$ cat config.mk
export PLATFORM = sky130hd
export DESIGN_NAME = pong_game_state
export DESIGN_NICKNAME = d
export VERILOG_FILES = /design/src/rtl/pong_pkg.sv /design/src/rtl/pong_paddle_ctrl.sv /design/src/rtl/pong_game_state.sv
export SDC_FILE = /design/constraint.sdc
export NUM_CORES = 1
export LEC_CHECK = 0
export BUFFER_PORTS_ARGS = -buffer_cell sky130_fd_sc_hd__buf_2
export CAP_MARGIN = 40
export CORE_UTILIZATION = 25
export CTS_BUF_LIST = sky130_fd_sc_hd__clkbuf_4
export DETAILED_ROUTE_END_ITERATION = 12
export GPL_ROUTABILITY_DRIVEN = 0
export SLEW_MARGIN = 40
export SYNTH_ARGS = -nofsm -noshare
export SYNTH_HDL_FRONTEND = slang
export SYNTH_SLANG_ARGS = --single-unit
$ cat constraint.sdc
create_clock -name clk_i -period 3.8 [get_ports clk_i]
set_input_delay 0.76 -clock clk_i [delete_from_list [all_inputs] [get_ports clk_i]]
set_output_delay 0.76 -clock clk_i [all_outputs]
set_load 0.05 [all_outputs]
$ cat src/rtl/pong_pkg.sv
// Pong shared definitions: screen/geometry constants, game state enum,
// coordinate types and pre-sized constants for the 11-bit position arithmetic.
package pong_pkg;

    localparam int SCREEN_W     = 640;
    localparam int SCREEN_H     = 480;
    localparam int BALL_SIZE    = 10;
    localparam int PADDLE_W     = 10;
    localparam int PADDLE_H     = 60;
    localparam int PADDLEL_X    = 3;
    localparam int PADDLER_X    = 630;
    localparam int BALL_SPEED   = 2;
    localparam int PADDLE_SPEED = 4;
    localparam int SERVE_FRAMES = 60;
    localparam int WIN_SCORE    = 9;

    localparam int COORD_W      = 10;
    localparam int SUM_W        = 11;
    localparam int SCORE_W      = 4;
    localparam int SERVE_CNT_W  = $clog2(SERVE_FRAMES);

    typedef logic [COORD_W-1:0]     coord_t;
    typedef logic [SUM_W-1:0]       sum_t;
    typedef logic [SCORE_W-1:0]     score_t;
    typedef logic [SERVE_CNT_W-1:0] serve_cnt_t;

    typedef enum logic [1:0] {
        SERVE     = 2'd0,
        PLAY      = 2'd1,
        GAME_OVER = 2'd2
    } game_state_t;

    // Widened operands so that edge tests never wrap.
    localparam sum_t K_SCREEN_W     = sum_t'(SCREEN_W);
    localparam sum_t K_SCREEN_H     = sum_t'(SCREEN_H);
    localparam sum_t K_BALL_SIZE    = sum_t'(BALL_SIZE);
    localparam sum_t K_BALL_SPEED   = sum_t'(BALL_SPEED);
    localparam sum_t K_PADDLE_H     = sum_t'(PADDLE_H);
    localparam sum_t K_PADDLER_X    = sum_t'(PADDLER_X);
    localparam sum_t K_LHIT_X       = sum_t'(PADDLEL_X + PADDLE_W);
    localparam sum_t K_PADDLE_SPEED = sum_t'(PADDLE_SPEED);
    localparam sum_t K_PADDLE_MAX   = sum_t'(SCREEN_H - PADDLE_H);
    localparam sum_t K_BALL_HALF    = sum_t'(BALL_SIZE / 2);
    localparam sum_t K_PADDLE_HALF  = sum_t'(PADDLE_H / 2);
    localparam sum_t K_AUTO_DEAD    = sum_t'(2);

    // Stored-width coordinates.
    localparam coord_t C_BALL_SPEED   = coord_t'(BALL_SPEED);
    localparam coord_t C_PADDLE_SPEED = coord_t'(PADDLE_SPEED);
    localparam coord_t C_BALL_X0      = coord_t'((SCREEN_W - BALL_SIZE) / 2);
    localparam coord_t C_BALL_Y0      = coord_t'((SCREEN_H - BALL_SIZE) / 2);
    localparam coord_t C_PADDLE_Y0    = coord_t'((SCREEN_H - PADDLE_H) / 2);
    localparam coord_t C_BALL_Y_MAX   = coord_t'(SCREEN_H - BALL_SIZE);
    localparam coord_t C_RHIT_X       = coord_t'(PADDLER_X - BALL_SIZE);
    localparam coord_t C_LHIT_X       = coord_t'(PADDLEL_X + PADDLE_W);
    localparam coord_t C_PADDLE_MAX   = coord_t'(SCREEN_H - PADDLE_H);

    localparam score_t     C_SCORE_ONE  = score_t'(1);
    localparam score_t     C_WIN        = score_t'(WIN_SCORE);
    localparam serve_cnt_t C_SERVE_ONE  = serve_cnt_t'(1);
    localparam serve_cnt_t C_SERVE_LAST = serve_cnt_t'(SERVE_FRAMES - 1);

    // Zero-extend a stored coordinate into the sum width.
    function automatic sum_t widen(input coord_t v);
        return {1'b0, v};
    endfunction

endpackage

$ cat src/rtl/pong_paddle_ctrl.sv
// One paddle: clamped vertical step of PADDLE_SPEED per enabled frame.
// Both or neither request holds the paddle.
module pong_paddle_ctrl
    import pong_pkg::*;
(
    input  logic   clk_i,
    input  logic   rst_n_i,
    input  logic   en_i,
    input  logic   up_i,
    input  logic   dn_i,
    output coord_t y_o
);

    coord_t y_q;
    coord_t y_d;
    sum_t   y_sum;

    // Next position: clamp at the top edge and at SCREEN_H-PADDLE_H.
    always_comb begin
        y_d   = y_q;
        y_sum = widen(y_q) + K_PADDLE_SPEED;
        if (up_i && !dn_i) begin
            y_d = (y_q < C_PADDLE_SPEED) ? '0 : y_q - C_PADDLE_SPEED;
        end else if (dn_i && !up_i) begin
            y_d = (y_sum > K_PADDLE_MAX) ? C_PADDLE_MAX : y_sum[COORD_W-1:0];
        end
    end

    // Position register, advanced only on enabled frames.
    always_ff @(posedge clk_i) begin
        if (!rst_n_i) begin
            y_q <= C_PADDLE_Y0;
        end else if (en_i) begin
            y_q <= y_d;
        end
    end

    assign y_o = y_q;

endmodule

$ cat src/rtl/pong_game_state.sv
// Pong frame-rate game engine: ball motion, paddle/wall collisions, scoring
// and SERVE/PLAY/GAME_OVER sequencing, advanced once per frame_tick.
// Optional feature: define PONG_AUTOPLAY_EN to let the right paddle chase
// the ball instead of following btn_r_up/btn_r_dn.
module pong_game_state
    import pong_pkg::*;
(
    input  logic                 clk_i,
    input  logic                 rst_n_i,
    input  logic                 frame_tick_i,
    input  logic                 btn_l_up_i,
    input  logic                 btn_l_dn_i,
    input  logic                 btn_r_up_i,
    input  logic                 btn_r_dn_i,
    input  logic                 start_i,
    output logic [COORD_W-1:0]   ball_x_o,
    output logic [COORD_W-1:0]   ball_y_o,
    output logic [COORD_W-1:0]   paddleL_y_o,
    output logic [COORD_W-1:0]   paddleR_y_o,
    output logic [SCORE_W-1:0]   score_l_o,
    output logic [SCORE_W-1:0]   score_r_o,
    output logic                 point_pulse_o,
    output logic                 game_over_o
);

    game_state_t state_q;
    serve_cnt_t  serve_cnt_q;
    coord_t      ball_x_q;
    coord_t      ball_y_q;
    logic        dx_q;          // 1 = moving right
    logic        dy_q;          // 1 = moving down
    score_t      score_l_q;
    score_t      score_r_q;
    logic        point_pulse_q;
    logic        game_over_q;

    coord_t      paddle_l_y;
    coord_t      paddle_r_y;
    logic        paddle_en;
    logic        r_up;
    logic        r_dn;

    coord_t      ball_x_d;
    coord_t      ball_y_d;
    logic        dx_d;
    logic        dy_d;
    logic        miss_r;
    logic        miss_l;
    logic        win;

    sum_t        bx;
    sum_t        by;
    sum_t        pl;
    sum_t        pr;
    logic        ovl_l;
    logic        ovl_r;

    assign bx = widen(ball_x_q);
    assign by = widen(ball_y_q);
    assign pl = widen(paddle_l_y);
    assign pr = widen(paddle_r_y);

    // Paddles are frozen in GAME_OVER; a tick dropped there never moves them.
    assign paddle_en = frame_tick_i && (state_q != GAME_OVER);

`ifdef PONG_AUTOPLAY_EN
    sum_t ball_c;
    sum_t pad_c;
    logic unused_btn_r;

    assign unused_btn_r = btn_r_up_i ^ btn_r_dn_i;
    assign ball_c       = by + K_BALL_HALF;
    assign pad_c        = pr + K_PADDLE_HALF;

    // Chase the ball centre with a small dead band to avoid dithering.
    always_comb begin
        r_up = (ball_c + K_AUTO_DEAD) < pad_c;
        r_dn = ball_c > (pad_c + K_AUTO_DEAD);
    end
`else
    assign r_up = btn_r_up_i;
    assign r_dn = btn_r_dn_i;
`endif

    pong_paddle_ctrl u_paddle_l (
        .clk_i   (clk_i),
        .rst_n_i (rst_n_i),
        .en_i    (paddle_en),
        .up_i    (btn_l_up_i),
        .dn_i    (btn_l_dn_i),
        .y_o     (paddle_l_y)
    );

    pong_paddle_ctrl u_paddle_r (
        .clk_i   (clk_i),
        .rst_n_i (rst_n_i),
        .en_i    (paddle_en),
        .up_i    (r_up),
        .dn_i    (r_dn),
        .y_o     (paddle_r_y)
    );

    // One PLAY step: wall bounce on y, then paddle hit / miss / step on x.
    always_comb begin
        ball_y_d = ball_y_q;
        dy_d     = dy_q;
        if (dy_q) begin
            if (by + K_BALL_SIZE + K_BALL_SPEED >= K_SCREEN_H) begin
                ball_y_d = C_BALL_Y_MAX;
                dy_d     = 1'b0;
            end else begin
                ball_y_d = ball_y_q + C_BALL_SPEED;
            end
        end else begin
            if (by < K_BALL_SPEED) begin
                ball_y_d = '0;
                dy_d     = 1'b1;
            end else begin
                ball_y_d = ball_y_q - C_BALL_SPEED;
            end
        end

        ovl_r = (by + K_BALL_SIZE > pr) && (by < pr + K_PADDLE_H);
        ovl_l = (by + K_BALL_SIZE > pl) && (by < pl + K_PADDLE_H);

        ball_x_d = ball_x_q;
        dx_d     = dx_q;
        miss_r   = 1'b0;
        miss_l   = 1'b0;
        if (dx_q && (bx + K_BALL_SIZE + K_BALL_SPEED >= K_PADDLER_X) &&
            (bx + K_BALL_SIZE <= K_PADDLER_X) && ovl_r) begin
            ball_x_d = C_RHIT_X;
            dx_d     = 1'b0;
        end else if (!dx_q && (bx <= K_LHIT_X + K_BALL_SPEED) &&
                     (bx >= K_LHIT_X) && ovl_l) begin
            ball_x_d = C_LHIT_X;
            dx_d     = 1'b1;
        end else if (dx_q && (bx + K_BALL_SIZE + K_BALL_SPEED >= K_SCREEN_W)) begin
            miss_r = 1'b1;
        end else if (!dx_q && (bx < K_BALL_SPEED)) begin
            miss_l = 1'b1;
        end else begin
            ball_x_d = dx_q ? ball_x_q + C_BALL_SPEED : ball_x_q - C_BALL_SPEED;
        end

        win = miss_r ? ((score_l_q + C_SCORE_ONE) == C_WIN)
                     : ((score_r_q + C_SCORE_ONE) == C_WIN);
    end

    // Game sequencer with registered ball, scores and status outputs.
    always_ff @(posedge clk_i) begin
        if (!rst_n_i) begin
            state_q       <= SERVE;
            serve_cnt_q   <= '0;
            ball_x_q      <= C_BALL_X0;
            ball_y_q      <= C_BALL_Y0;
            dx_q          <= 1'b1;
            dy_q          <= 1'b1;
            score_l_q     <= '0;
            score_r_q     <= '0;
            point_pulse_q <= 1'b0;
            game_over_q   <= 1'b0;
        end else begin
            point_pulse_q <= 1'b0;
            case (state_q)
                SERVE: begin
                    if (frame_tick_i) begin
                        if (serve_cnt_q == C_SERVE_LAST) begin
                            serve_cnt_q <= '0;
                            state_q     <= PLAY;
                        end else begin
                            serve_cnt_q <= serve_cnt_q + C_SERVE_ONE;
                        end
                    end
                end
                PLAY: begin
                    if (frame_tick_i) begin
                        if (miss_r || miss_l) begin
                            ball_x_q      <= C_BALL_X0;
                            ball_y_q      <= C_BALL_Y0;
                            dx_q          <= miss_r;
                            point_pulse_q <= 1'b1;
                            if (miss_r) begin
                                score_l_q <= score_l_q + C_SCORE_ONE;
                            end else begin
                                score_r_q <= score_r_q + C_SCORE_ONE;
                            end
                            if (win) begin
                                state_q     <= GAME_OVER;
                                game_over_q <= 1'b1;
                            end else begin
                                state_q <= SERVE;
                            end
                        end else begin
                            ball_x_q <= ball_x_d;
                            ball_y_q <= ball_y_d;
                            dx_q     <= dx_d;
                            dy_q     <= dy_d;
                        end
                    end
                end
                GAME_OVER: begin
                    if (start_i) begin
                        state_q     <= SERVE;
                        serve_cnt_q <= '0;
                        ball_x_q    <= C_BALL_X0;
                        ball_y_q    <= C_BALL_Y0;
                        dx_q        <= 1'b1;
                        dy_q        <= 1'b1;
                        score_l_q   <= '0;
                        score_r_q   <= '0;
                        game_over_q <= 1'b0;
                    end
                end
                default: begin
                    state_q <= SERVE;
                end
            endcase
        end
    end

    assign ball_x_o      = ball_x_q;
    assign ball_y_o      = ball_y_q;
    assign paddleL_y_o   = paddle_l_y;
    assign paddleR_y_o   = paddle_r_y;
    assign score_l_o     = score_l_q;
    assign score_r_o     = score_r_q;
    assign point_pulse_o = point_pulse_q;
    assign game_over_o   = game_over_q;

endmodule

==> flow_metrics.py, run 1 <==
metrics = {
    "drt": {
        "routed_via_density": 5.38,
        "initialDrtViolationCount": 477,
        "wirelength_mm": 19.1,
        "wire_per_inst_um": 15.7,
        "ant_nets": 0,
        "detail_route.drc_violations": 2,
        "vias": 6538,
        "firstDrtPassIters": 9,
    },
    "final_layout": {
        "layout.cells.most_common_list": "80 x sky130_fd_sc_hd__nor2_1, 65 x sky130_fd_sc_hd__a21oi_1, 64 x sky130_fd_sc_hd__o21ai_0",
        "multi_input_comb_area_sq_mm": 0.00460,
        "area_overhead_vs_synth_pct": 12.9,
        "layout_commonest_cell": "sky130_fd_sc_hd__nor2_1",
        "num-fill-cells": 2695,
        "ff_latch_area_sq_mm": 0.00116,
        "nets": 951,
        "share_of_post_route_cells_with_drive_strength_above_1_pct": 14.5,
        "final_core_utilization_pct": 28.7,
        "n_antenna_cell": 0,
    },
    "power": {
        "worst_ir_drop_vdd_mv": 0.130,
        "pwr_density_cell_mw_per_mm2": 200,
        "static-leakage-power_nw": 2.70,
    },
    "synthesis": {
        "postSynthRegisterBits": 58,
        "synth_enable_flop_cells": 0,
        "seq_area_frac_synth_pct": 18.8,
        "post_synth_inst_count": 843,
        "post_synth_num_cell_types": 91,
        "mappedNetlistArea_sq_mm": 0.00617,
        "postSynthAreaPerCell_sq_um": 7.31,
        "synth_flop_cell": "sky130_fd_sc_hd__dfxtp_1",
        "postSynth.asyncResetShare_pct": 0,
        "ys.warnings.count": 0,
    },
    "cts": {
        "clk-insertion-delay-late_ns": 0.45,
        "clock_tree.htree_level_count": 3,
        "cts_hold_buf": 0,
        "numCtsBuffers": 9,
        "clock_tree_from_tritoncts": "done",
        "ctsLongestPathBuffers": 2,
        "clkTransAtPathRegs_ns": 0.11,
        "clockRootBuffer": "sky130_fd_sc_hd__clkbuf_4",
        "clock-sinks": 58,
    },
    "die": {
        "start_util_pct": 25.4,
        "design.core.area_sq_mm": 0.0242,
        "chipHeight_um": 159,
        "chipWidth_um": 159,
        "boundaryPins": 58,
        "row_count": 57,
        "dieArea_sq_mm": 0.0253,
    },
    "timing": {
        "final_hold_violation_count": 0,
        "final.period_utilization_pct": 92.9,
        "final_period_minus_worst_setup_slack_ns": 3.53,
        "fin_worst_skew_ns": 0.0146,
        "timing.slew.headroom_pct": 45.8,
        "rsz_0062_raised_after_global_routing": "false",
        "tns_ns": 0,
        "drv_slew": 0,
        "tightest_slew_ns": 0.812,
        "fmax_mhz": 283,
        "final-setup-viol-count": 0,
    },
    "outcome": {
        "status": "complete, but fails checks",
        "violated_checks": "design-rule violations",
    },
    "grt": {
        "number_of_global_route_vias_before_repair": 6004,
        "grtUsageMet1_pct": 20.4,
        "grtUsageTotal_pct": 14.8,
        "grt.met3_usage_pct": 2.92,
        "grt-ovfl-total": 0,
        "number_of_antenna_violations_at_the_first_check_in_global_routing": 0,
        "grt_pass1_wl_mm": 30.8,
        "gr-max-usage-layer": "met2",
        "grt_max_degree": 32,
        "grt_use_met2_pct": 23.3,
    },
    "placement": {
        "detailed_place_hpwl_mm": 14.2,
        "portbufs": 55,
    },
    "job": {
        "timing.max_cap.violations": 0,
    },
    "setup_path": {
        "critPathRequiredTime_ns": 4.18,
        "timing.critical_path.fanout_max": 8,
        "endpoint_kind": "register",
        "startpoint_type": "register",
        "worstSetupPathType": "register to register",
        "crit_arrival_ns": 3.91,
    },
    "min_path": {
        "hold_crit_path_type": "register to register",
    },
}
power by group:
group          internal, mW  total (mW)  switching [mW]
Clock                 0.140       0.401           0.260
Combinational         0.125       0.346           0.221
Sequential            0.621       0.644          0.0231
layout make-up:
| class | instances | area share [%] |
|---|---|---|
| clock buffer | 11 | 1.19 |
| multi-input combinational | 685 | 66.1 |
| clock inverter | 5 | 0.306 |
| sequential | 58 | 16.7 |
| tap | 324 | 5.82 |
| timing repair buffer | 88 | 7.51 |
| inverter | 44 | 2.37 |
cells by family after synthesis:
family | count (synthesis) | share of synthesized area, %
AO/OA/AOI/OAI | 268 | 29.4
multiplexers | 6 | 0.994
other | 1 | 0.0608
AND/OR/NAND/NOR | 316 | 26.9
adder cells (fa/ha/maj) | 57 | 11.6
XOR/XNOR | 36 | 5.36
buffers and inverters | 101 | 6.92
flip-flops | 58 | 18.8
per-layer routing:
metal,vias to the layer above,part of all wire [%]
met5,-,0
met4,0,2.1
met3,45,6.1
met2,247,44
met1,3019,48
li1,3227,-
final timing paths:
path                     from           end  slack, ns  cells after the start
setup / recovery  ball_y_o[2]  score_l_o[1]       0.27                     12
hold / removal     state_q[1]    state_q[1]       0.49                      2
setup reg to reg  ball_y_o[2]  score_l_o[1]       0.27                     12
hold reg to reg    state_q[1]    state_q[1]       0.49                      2
per-stage QoR:
stage	area (sq um)	power [mW]	hold WS, ns	worst slack (ns)	std cells
after global placement	6840	0.994	0.471	0.267	1199
final	6960	1.39	0.494	0.268	1215
after global routing	6960	1.48	0.529	0.0515	1215
after floorplan	6170	0.905	0.455	0.00166	844
after CTS	6950	1.41	0.496	0.212	1215
after detailed placement	6840	0.994	0.481	0.252	1199
Yosys cell counts (3+ instances only):
cell type                   count  share of area (%)
sky130_fd_sc_hd__or4_1          3               0.37
sky130_fd_sc_hd__nor4b_1        5               0.71
sky130_fd_sc_hd__nand2b_1      17                1.7
sky130_fd_sc_hd__o211a_1        3               0.49
sky130_fd_sc_hd__dfxtp_1       58                 19
sky130_fd_sc_hd__nor3b_1        3               0.37
sky130_fd_sc_hd__or3_1          8               0.81
sky130_fd_sc_hd__nand3b_1       7               0.85
sky130_fd_sc_hd__and2_1         7               0.71
sky130_fd_sc_hd__o2111ai_1      4               0.57
sky130_fd_sc_hd__a211o_1        5               0.71
sky130_fd_sc_hd__o31ai_1       11                1.3
sky130_fd_sc_hd__a21oi_1       65                5.3
sky130_fd_sc_hd__buf_4          6               0.73
sky130_fd_sc_hd__and3_1        12                1.2
sky130_fd_sc_hd__inv_1         42                2.6
sky130_fd_sc_hd__a221oi_1       3               0.43
sky130_fd_sc_hd__nand3_1       30                2.4
sky130_fd_sc_hd__o21ai_0       64                5.2
sky130_fd_sc_hd__buf_2          7               0.57
sky130_fd_sc_hd__a41oi_1        3               0.43
sky130_fd_sc_hd__and4_1         4               0.57
sky130_fd_sc_hd__o21ai_1        5               0.41
sky130_fd_sc_hd__a211oi_1      11                1.3
sky130_fd_sc_hd__ha_1          57                 12
sky130_fd_sc_hd__mux2i_1        5               0.81
sky130_fd_sc_hd__xor2_1        13                1.8
sky130_fd_sc_hd__nor4_1        14                1.4
sky130_fd_sc_hd__nor2_1        80                4.9
sky130_fd_sc_hd__a21o_1         6               0.73
sky130_fd_sc_hd__o311ai_0       4               0.57
sky130_fd_sc_hd__a311oi_1       5               0.71
sky130_fd_sc_hd__xnor2_1       21                3.0
sky130_fd_sc_hd__a31oi_1       14                1.4
sky130_fd_sc_hd__o211ai_1      14                1.7
sky130_fd_sc_hd__nor2b_1        9               0.91
sky130_fd_sc_hd__clkbuf_1      39                2.4
sky130_fd_sc_hd__nand2_1       56                3.4
sky130_fd_sc_hd__nand4_1       17                1.7
sky130_fd_sc_hd__nor3_1        27                2.2
sky130_fd_sc_hd__o21a_1         8               0.97
sky130_fd_sc_hd__a2111oi_0      3               0.43
sequential cells by signal, summed over array words and instances (netlist names):
signal,cells
ball_x_o,10
ball_y_o,10
u_paddle_l.y_o,9
u_paddle_r.y_o,9
serve_cnt_q,6
score_l_o,4
score_r_o,4
state_q,2
dx_q,1
dy_q,1
game_over_o,1
point_pulse_o,1
repair_timing:
| action | in CTS | in global routing |
|---|---|---|
| resized for setup | 0 | 3 |
| buffers inserted | 0 | 0 |
| setup endpoints to repair | 0 | 5 |
critical path, cell delays in order, from the launching register on:
cell and delay [ns]:
sky130_fd_sc_hd__dfxtp_1 0.47, sky130_fd_sc_hd__a21oi_2 0.16, sky130_fd_sc_hd__o21a_1 0.22, sky130_fd_sc_hd__or2_2 0.34, sky130_fd_sc_hd__ha_1 0.30, sky130_fd_sc_hd__and3_1 0.14, sky130_fd_sc_hd__nand3_1 0.09, sky130_fd_sc_hd__o32a_1 0.35
sky130_fd_sc_hd__a21oi_1 0.36, sky130_fd_sc_hd__or4_4 0.25, sky130_fd_sc_hd__a21boi_2 0.10, sky130_fd_sc_hd__or4b_1 0.50, sky130_fd_sc_hd__a21oi_1 0.16
No activity file was read; power rests on OpenSTA's default activity.
==> run 2: changes to the inputs <==
==> constraint.sdc (replaced) <==
create_clock -name clk_i -period 4.1 [get_ports clk_i]
set_input_delay 0.82 -clock clk_i [delete_from_list [all_inputs] [get_ports clk_i]]
set_output_delay 0.82 -clock clk_i [all_outputs]
set_load 0.05 [all_outputs]
==> run 2 against run 1 <==
Net effect: the run now ends clean; die area stayed put; register-to-register slack barely moved; setup slack improved by 0.011 ns; total power rose by 1.8%; count of clock-buffer cells in the layout decreased by 1; sequential cell count did not move; sequential power decreased by 7.3%; sequential share of layout area increased by 0.054 points; critical path type unchanged; critical endpoint is now ball_x_o[2]; highest routed layer unchanged.
==> flow_metrics.py, run 2 (same netlist as run 1, synthesis figures left out) <==
metrics = {
    "outcome": {
        "status": "finished, final reports clean",
    },
    "final_layout": {
        "final_cell_area_sq_mm": 0.00694,
        "layout_commonest_cell": "sky130_fd_sc_hd__nor2_1",
        "n_antenna_cell": 0,
        "nets": 941,
        "layout.cells.most_common_list": "80 x sky130_fd_sc_hd__nor2_1, 64 x sky130_fd_sc_hd__a21oi_1, 63 x sky130_fd_sc_hd__o21ai_0",
        "multi_input_comb_area_sq_mm": 0.00460,
        "share_of_post_route_cells_with_drive_strength_above_1_pct": 14.0,
        "area_overhead_vs_synth_pct": 12.5,
        "ff_latch_area_sq_mm": 0.00116,
        "num-fill-cells": 2688,
    },
    "power": {
        "netSwitchingFraction_pct": 34.1,
        "internal_power_mw": 0.934,
        "sequential_group_share_of_total_power_pct": 42.1,
        "share_comb_of_total_power_pct": 21.9,
        "static-leakage-power_nw": 2.67,
        "share_clk_of_total_power_pct": 35.9,
        "pwr_density_cell_mw_per_mm2": 204,
        "worst_ir_drop_vdd_mv": 0.111,
        "netSwitchingPower_mw": 0.482,
    },
    "setup_path": {
        "critPathRequiredTime_ns": 4.50,
        "timing.critical_path.fanout_max": 14,
        "r2r.worst_path.cells": 14,
        "worst_r2r_startpoint": "u_paddle_r.y_o[3]",
        "worstSetupPathType": "register to register",
        "startpoint_type": "register",
        "crit_arrival_ns": 4.22,
        "endpoint_kind": "register",
        "reg2reg_slack_ns": 0.28,
        "worstReg2RegEnd": "ball_x_o[2]",
    },
    "grt": {
        "grt_pass1_wl_mm": 30.4,
        "grt_max_degree": 32,
        "grt-ovfl-total": 0,
        "number_of_antenna_violations_at_the_first_check_in_global_routing": 0,
        "grtUsageTotal_pct": 14.7,
        "number_of_global_route_vias_before_repair": 5842,
    },
    "cts": {
        "postCtsResizedCells": 0,
        "cts_hold_buf": 0,
        "numCtsBuffers": 9,
        "clk-insertion-delay-late_ns": 0.47,
        "post-cts-setup-buffer-count": 0,
        "clock-sinks": 58,
        "clock_tree.htree_level_count": 3,
        "clkTransAtPathRegs_ns": 0.12,
        "clockRootBuffer": "sky130_fd_sc_hd__clkbuf_4",
        "ctsLongestPathBuffers": 2,
        "clock_tree_from_tritoncts": "done",
    },
    "drt": {
        "wire_per_inst_um": 15.8,
        "ant_nets": 0,
        "vias": 6526,
        "firstDrtPassIters": 5,
        "routed_via_density": 5.42,
        "initialDrtViolationCount": 570,
        "wirelength_mm": 19.0,
        "detail_route.drc_violations": 0,
    },
    "min_path": {
        "min_from": "state_q[1]",
        "hold_crit_path_type": "register to register",
        "worstHoldPathCells": 2,
        "whs_endpoint": "state_q[1]",
    },
    "die": {
        "chipWidth_um": 159,
        "boundaryPins": 58,
        "row_count": 57,
        "chipHeight_um": 159,
        "design.core.area_sq_mm": 0.0242,
        "start_util_pct": 25.4,
        "dieArea_sq_mm": 0.0253,
    },
    "timing": {
        "tightest_slew_ns": 0.876,
        "tns_ns": 0,
        "final.period_utilization_pct": 93.2,
        "fmax_mhz": 262,
        "final_hold_violation_count": 0,
        "fin_worst_skew_ns": 0.0202,
        "timing.slew.headroom_pct": 41.6,
        "final_period_minus_worst_setup_slack_ns": 3.82,
        "rsz_0062_raised_after_global_routing": "false",
        "drv_slew": 0,
        "final-setup-viol-count": 0,
    },
    "placement": {
        "portbufs": 55,
        "detailed_place_hpwl_mm": 13.9,
        "dpl_cell_area_sq_mm": 0.00677,
    },
    "job": {
        "timing.max_cap.violations": 0,
    },
}
-- run 2: power by group through the flow --
stage,Sequential (mW),Clock [mW],Combinational [mW]
detailed placement,0.609,0,0.305
global placement,0.609,0,0.304
floorplan,0.637,0,0.201
global route,0.600,0.546,0.344
finish,0.597,0.509,0.310
CTS,0.596,0.523,0.307
-- run 2: routing by layer --
metal / GRT usage [%] / share of wire (%)
met1: 20.4 / 48
met3: 2.92 / 6.1
met4: 5.07 / 2.0
met5: 0 / 0
met2: 22.5 / 44
-- run 2: cell type report --
| class | instances | area share [%] |
|---|---|---|
| clock buffers | 10 | 1.08 |
| repair buffers | 78 | 6.46 |
| inverters | 44 | 2.38 |
| flip-flops and latches | 58 | 16.8 |
| clock inverters | 6 | 1.17 |
| multi-input cells | 685 | 66.3 |
| well taps | 324 | 5.84 |
-- run 2: critical path: stages, from the launching register on --
cell,delay (ns)
sky130_fd_sc_hd__dfxtp_1,0.39
sky130_fd_sc_hd__inv_1,0.16
sky130_fd_sc_hd__ha_1,0.22
sky130_fd_sc_hd__nor3b_2,0.38
sky130_fd_sc_hd__nor2_1,0.10
sky130_fd_sc_hd__xnor2_1,0.14
sky130_fd_sc_hd__ha_1,0.28
sky130_fd_sc_hd__o21a_1,0.16
sky130_fd_sc_hd__o32ai_1,0.15
sky130_fd_sc_hd__or2_0,0.16
sky130_fd_sc_hd__o22ai_1,0.16
sky130_fd_sc_hd__or4_4,0.62
sky130_fd_sc_hd__a21o_1,0.33
sky130_fd_sc_hd__a311o_1,0.37
sky130_fd_sc_hd__a21oi_1,0.14
-- run 2: worst max path at each step --
stage | start | slack (ns) | cells after the start | to
after global placement | u_paddle_r.y_o[3] | 0.34 | 14 | ball_y_o[3]
final | u_paddle_r.y_o[3] | 0.28 | 14 | ball_x_o[2]
after detailed placement | u_paddle_r.y_o[3] | 0.29 | 14 | ball_y_o[3]
after floorplan | u_paddle_r.y_o[2] | 0.30 | 15 | ball_x_o[1]
after CTS | u_paddle_r.y_o[3] | 0.25 | 14 | ball_y_o[3]
after global routing | u_paddle_r.y_o[3] | 0.03 | 14 | ball_y_o[4]
-- run 2: per-stage QoR --
step                      std cells  hold slack [ns]  setup WS [ns]  total power, mW  utilization [%]
after global routing           1205            0.545         0.0285             1.49             28.6
after detailed placement       1189            0.490          0.285            0.915             27.9
final                          1205            0.502          0.279             1.42             28.6
after global placement         1189            0.470          0.345            0.913             27.9
after floorplan                 844            0.455          0.302            0.839                -
after CTS                      1205            0.508          0.250             1.43             28.6
==> run 3: changes to the inputs <==
--- a/config.mk
+++ b/config.mk
@@ -11,6 +11,7 @@
 export CTS_BUF_LIST = sky130_fd_sc_hd__clkbuf_4
 export DETAILED_ROUTE_END_ITERATION = 12
 export GPL_ROUTABILITY_DRIVEN = 0
+export PLACE_DENSITY_LB_ADDON = 0.1
 export SLEW_MARGIN = 40
 export SYNTH_ARGS = -nofsm -noshare
 export SYNTH_HDL_FRONTEND = slang
==> run 3 against run 2 <==
Net effect: maximum frequency is 0.46% higher; critical endpoint unchanged; largest power group unchanged; worst hold slack worse by 0.0030 ns; cell count is 0.41% higher; non-clock buffer count is 4 higher; design area is 0.38% higher; core utilization is 0.11 points higher.
==> flow_metrics.py, run 3 (same netlist as run 1, synthesis figures left out) <==
metrics = {
    "power": {
        "pwr_density_cell_mw_per_mm2": 205,
        "worst_ir_drop_vdd_mv": 0.149,
        "static-leakage-power_nw": 2.69,
    },
    "final_layout": {
        "layout_commonest_cell": "sky130_fd_sc_hd__nor2_1",
        "layout.cells.most_common_list": "80 x sky130_fd_sc_hd__nor2_1, 64 x sky130_fd_sc_hd__o21ai_0, 64 x sky130_fd_sc_hd__a21oi_1",
        "area_overhead_vs_synth_pct": 13.0,
        "share_of_post_route_cells_with_drive_strength_above_1_pct": 14.1,
        "final_cell_area_sq_mm": 0.00697,
        "nets": 945,
        "final_core_utilization_pct": 28.7,
    },
    "die": {
        "chipWidth_um": 159,
        "boundaryPins": 58,
        "start_util_pct": 25.4,
        "dieArea_sq_mm": 0.0253,
        "row_count": 57,
        "chipHeight_um": 159,
        "design.core.area_sq_mm": 0.0242,
    },
    "placement": {
        "dp_worst_setup_slack_ns": 0.144,
        "portbufs": 55,
        "dpl_cell_area_sq_mm": 0.00680,
        "detailed_place_hpwl_mm": 16.0,
    },
    "grt": {
        "grt_pass1_wl_mm": 34.4,
        "grt-ovfl-total": 0,
        "grtUsageTotal_pct": 17.0,
        "number_of_antenna_violations_at_the_first_check_in_global_routing": 1,
        "number_of_global_route_vias_before_repair": 6163,
        "grt_max_degree": 32,
    },
    "setup_path": {
        "crit_arrival_ns": 4.19,
        "startpoint_type": "register",
        "timing.critical_path.fanout_max": 14,
        "timing.critical_path.slowest_cell_delay_ns": 0.63,
        "critical_path_cell_count": 14,
        "worst_r2r_startpoint": "u_paddle_r.y_o[3]",
        "critPathBufInv": 1,
        "endpoint_kind": "register",
        "cpMostUsedCell": "sky130_fd_sc_hd__ha_1",
        "r2r.worst_path.cells": 14,
        "critPathRequiredTime_ns": 4.48,
        "worstReg2RegEnd": "ball_x_o[2]",
        "reg2reg_slack_ns": 0.30,
        "critPathCapture": "ball_x_o[2]",
        "critical-path-top-delay-family": "compound AO/OA/AOI/OAI gates",
        "worstSetupPathType": "register to register",
        "startpoint": "u_paddle_r.y_o[3]",
        "worstPathCellList": "inv_1, ha_1, nor3b_4, nor2_1, xnor2_1, ha_1, o21a_1, o32ai_1, or2_0, o22ai_1, or4_4, a21o_1, a311o_1, a21oi_1",
        "worst_path_slowest_cell": "sky130_fd_sc_hd__or4_4",
    },
    "timing": {
        "final_hold_violation_count": 0,
        "final.period_utilization_pct": 92.8,
        "tightest_slew_ns": 0.785,
        "fmax_mhz": 263,
        "rsz_0062_raised_after_global_routing": "false",
        "final_critical_path_setup_slack_ns": 0.297,
        "drv_slew": 0,
        "tns_ns": 0,
        "final_period_minus_worst_setup_slack_ns": 3.80,
        "fin_worst_skew_ns": 0.0186,
        "final-setup-viol-count": 0,
        "timing.slew.headroom_pct": 47.3,
    },
    "drt": {
        "firstDrtPassIters": 5,
        "initialDrtViolationCount": 372,
        "wire_per_inst_um": 17.7,
        "wirelength_mm": 21.4,
        "vias": 6392,
        "routed_via_density": 5.28,
        "ant_nets": 0,
        "detail_route.drc_violations": 0,
    },
    "cts": {
        "numCtsBuffers": 9,
        "clock_tree_from_tritoncts": "done",
        "clock-sinks": 58,
        "clock_tree.htree_level_count": 3,
        "ctsLongestPathBuffers": 2,
        "cts_hold_buf": 0,
        "post-cts-setup-buffer-count": 0,
        "clkTransAtPathRegs_ns": 0.12,
        "clockRootBuffer": "sky130_fd_sc_hd__clkbuf_4",
        "clk-insertion-delay-late_ns": 0.45,
    },
    "outcome": {
        "status": "finished, final reports clean",
    },
    "min_path": {
        "hold_crit_path_type": "register to register",
    },
    "job": {
        "timing.max_cap.violations": 0,
    },
}
-- run 3: cell types whose count changed in the layout (fill, tap and decap cells not counted), sizes merged --
cell   change
diode      +1
buf        +4
-- run 3: power by group --
part	internal (mW)	switching [mW]
clock network	0.250	0.262
registers	0.576	0.0208
logic	0.113	0.208
total	0.938	0.491
-- run 3: tightest hold or removal path: cells and delay by family, from the launching register on --
kind | cells | cell delay [ns]
DFF | 1 | 0.34
muxes | 1 | 0.06
and+or+nand+nor | 1 | 0.06
-- run 3: layout make-up --
class	instances	area (sq um)
fill	2753	17300
sequential	58	1160
clock inverter	6	81.3
clock buffer	10	75.1
tap	324	405
multi-input combinational	685	4600
inverter	44	165
antenna	1	2.50
timing repair buffer	82	478
-- run 3: repair_timing --
action | CTS | global route
gates resized for setup | 0 | 2
endpoints found under the setup margin | 0 | 11
hold endpoints to repair | 0 | 0
-- run 3: through the flow --
step	hold slack (ns)	total power, mW	std cells
5_1_grt	0.521	1.52	1210
3_5_place_dp	0.483	0.930	1193
4_1_cts	0.502	1.46	1209
2_1_floorplan	0.455	0.839	844
3_3_place_gp	0.473	0.934	1193
6_report	0.499	1.43	1210
-- run 3: per-layer routing --
| metal | track usage, % | wire length [um] |
|---|---|---|
| met2 | 27.7 | 9810 |
| met4 | 5.81 | 492 |
| met3 | 2.84 | 737 |
| met5 | 0 | 0 |
| met1 | 22.7 | 10400 |
-- run 3: worst min path at each step --
stage | cells after the start | slack (ns) | from | endpoint
6_report | 2 | 0.50 | state_q[1] | state_q[1]
5_1_grt | 2 | 0.52 | state_q[1] | state_q[1]
2_1_floorplan | 2 | 0.46 | state_q[1] | state_q[1]
3_3_place_gp | 2 | 0.47 | state_q[1] | state_q[1]
4_1_cts | 2 | 0.50 | serve_cnt_q[5] | serve_cnt_q[5]
3_5_place_dp | 2 | 0.48 | serve_cnt_q[5] | serve_cnt_q[5]
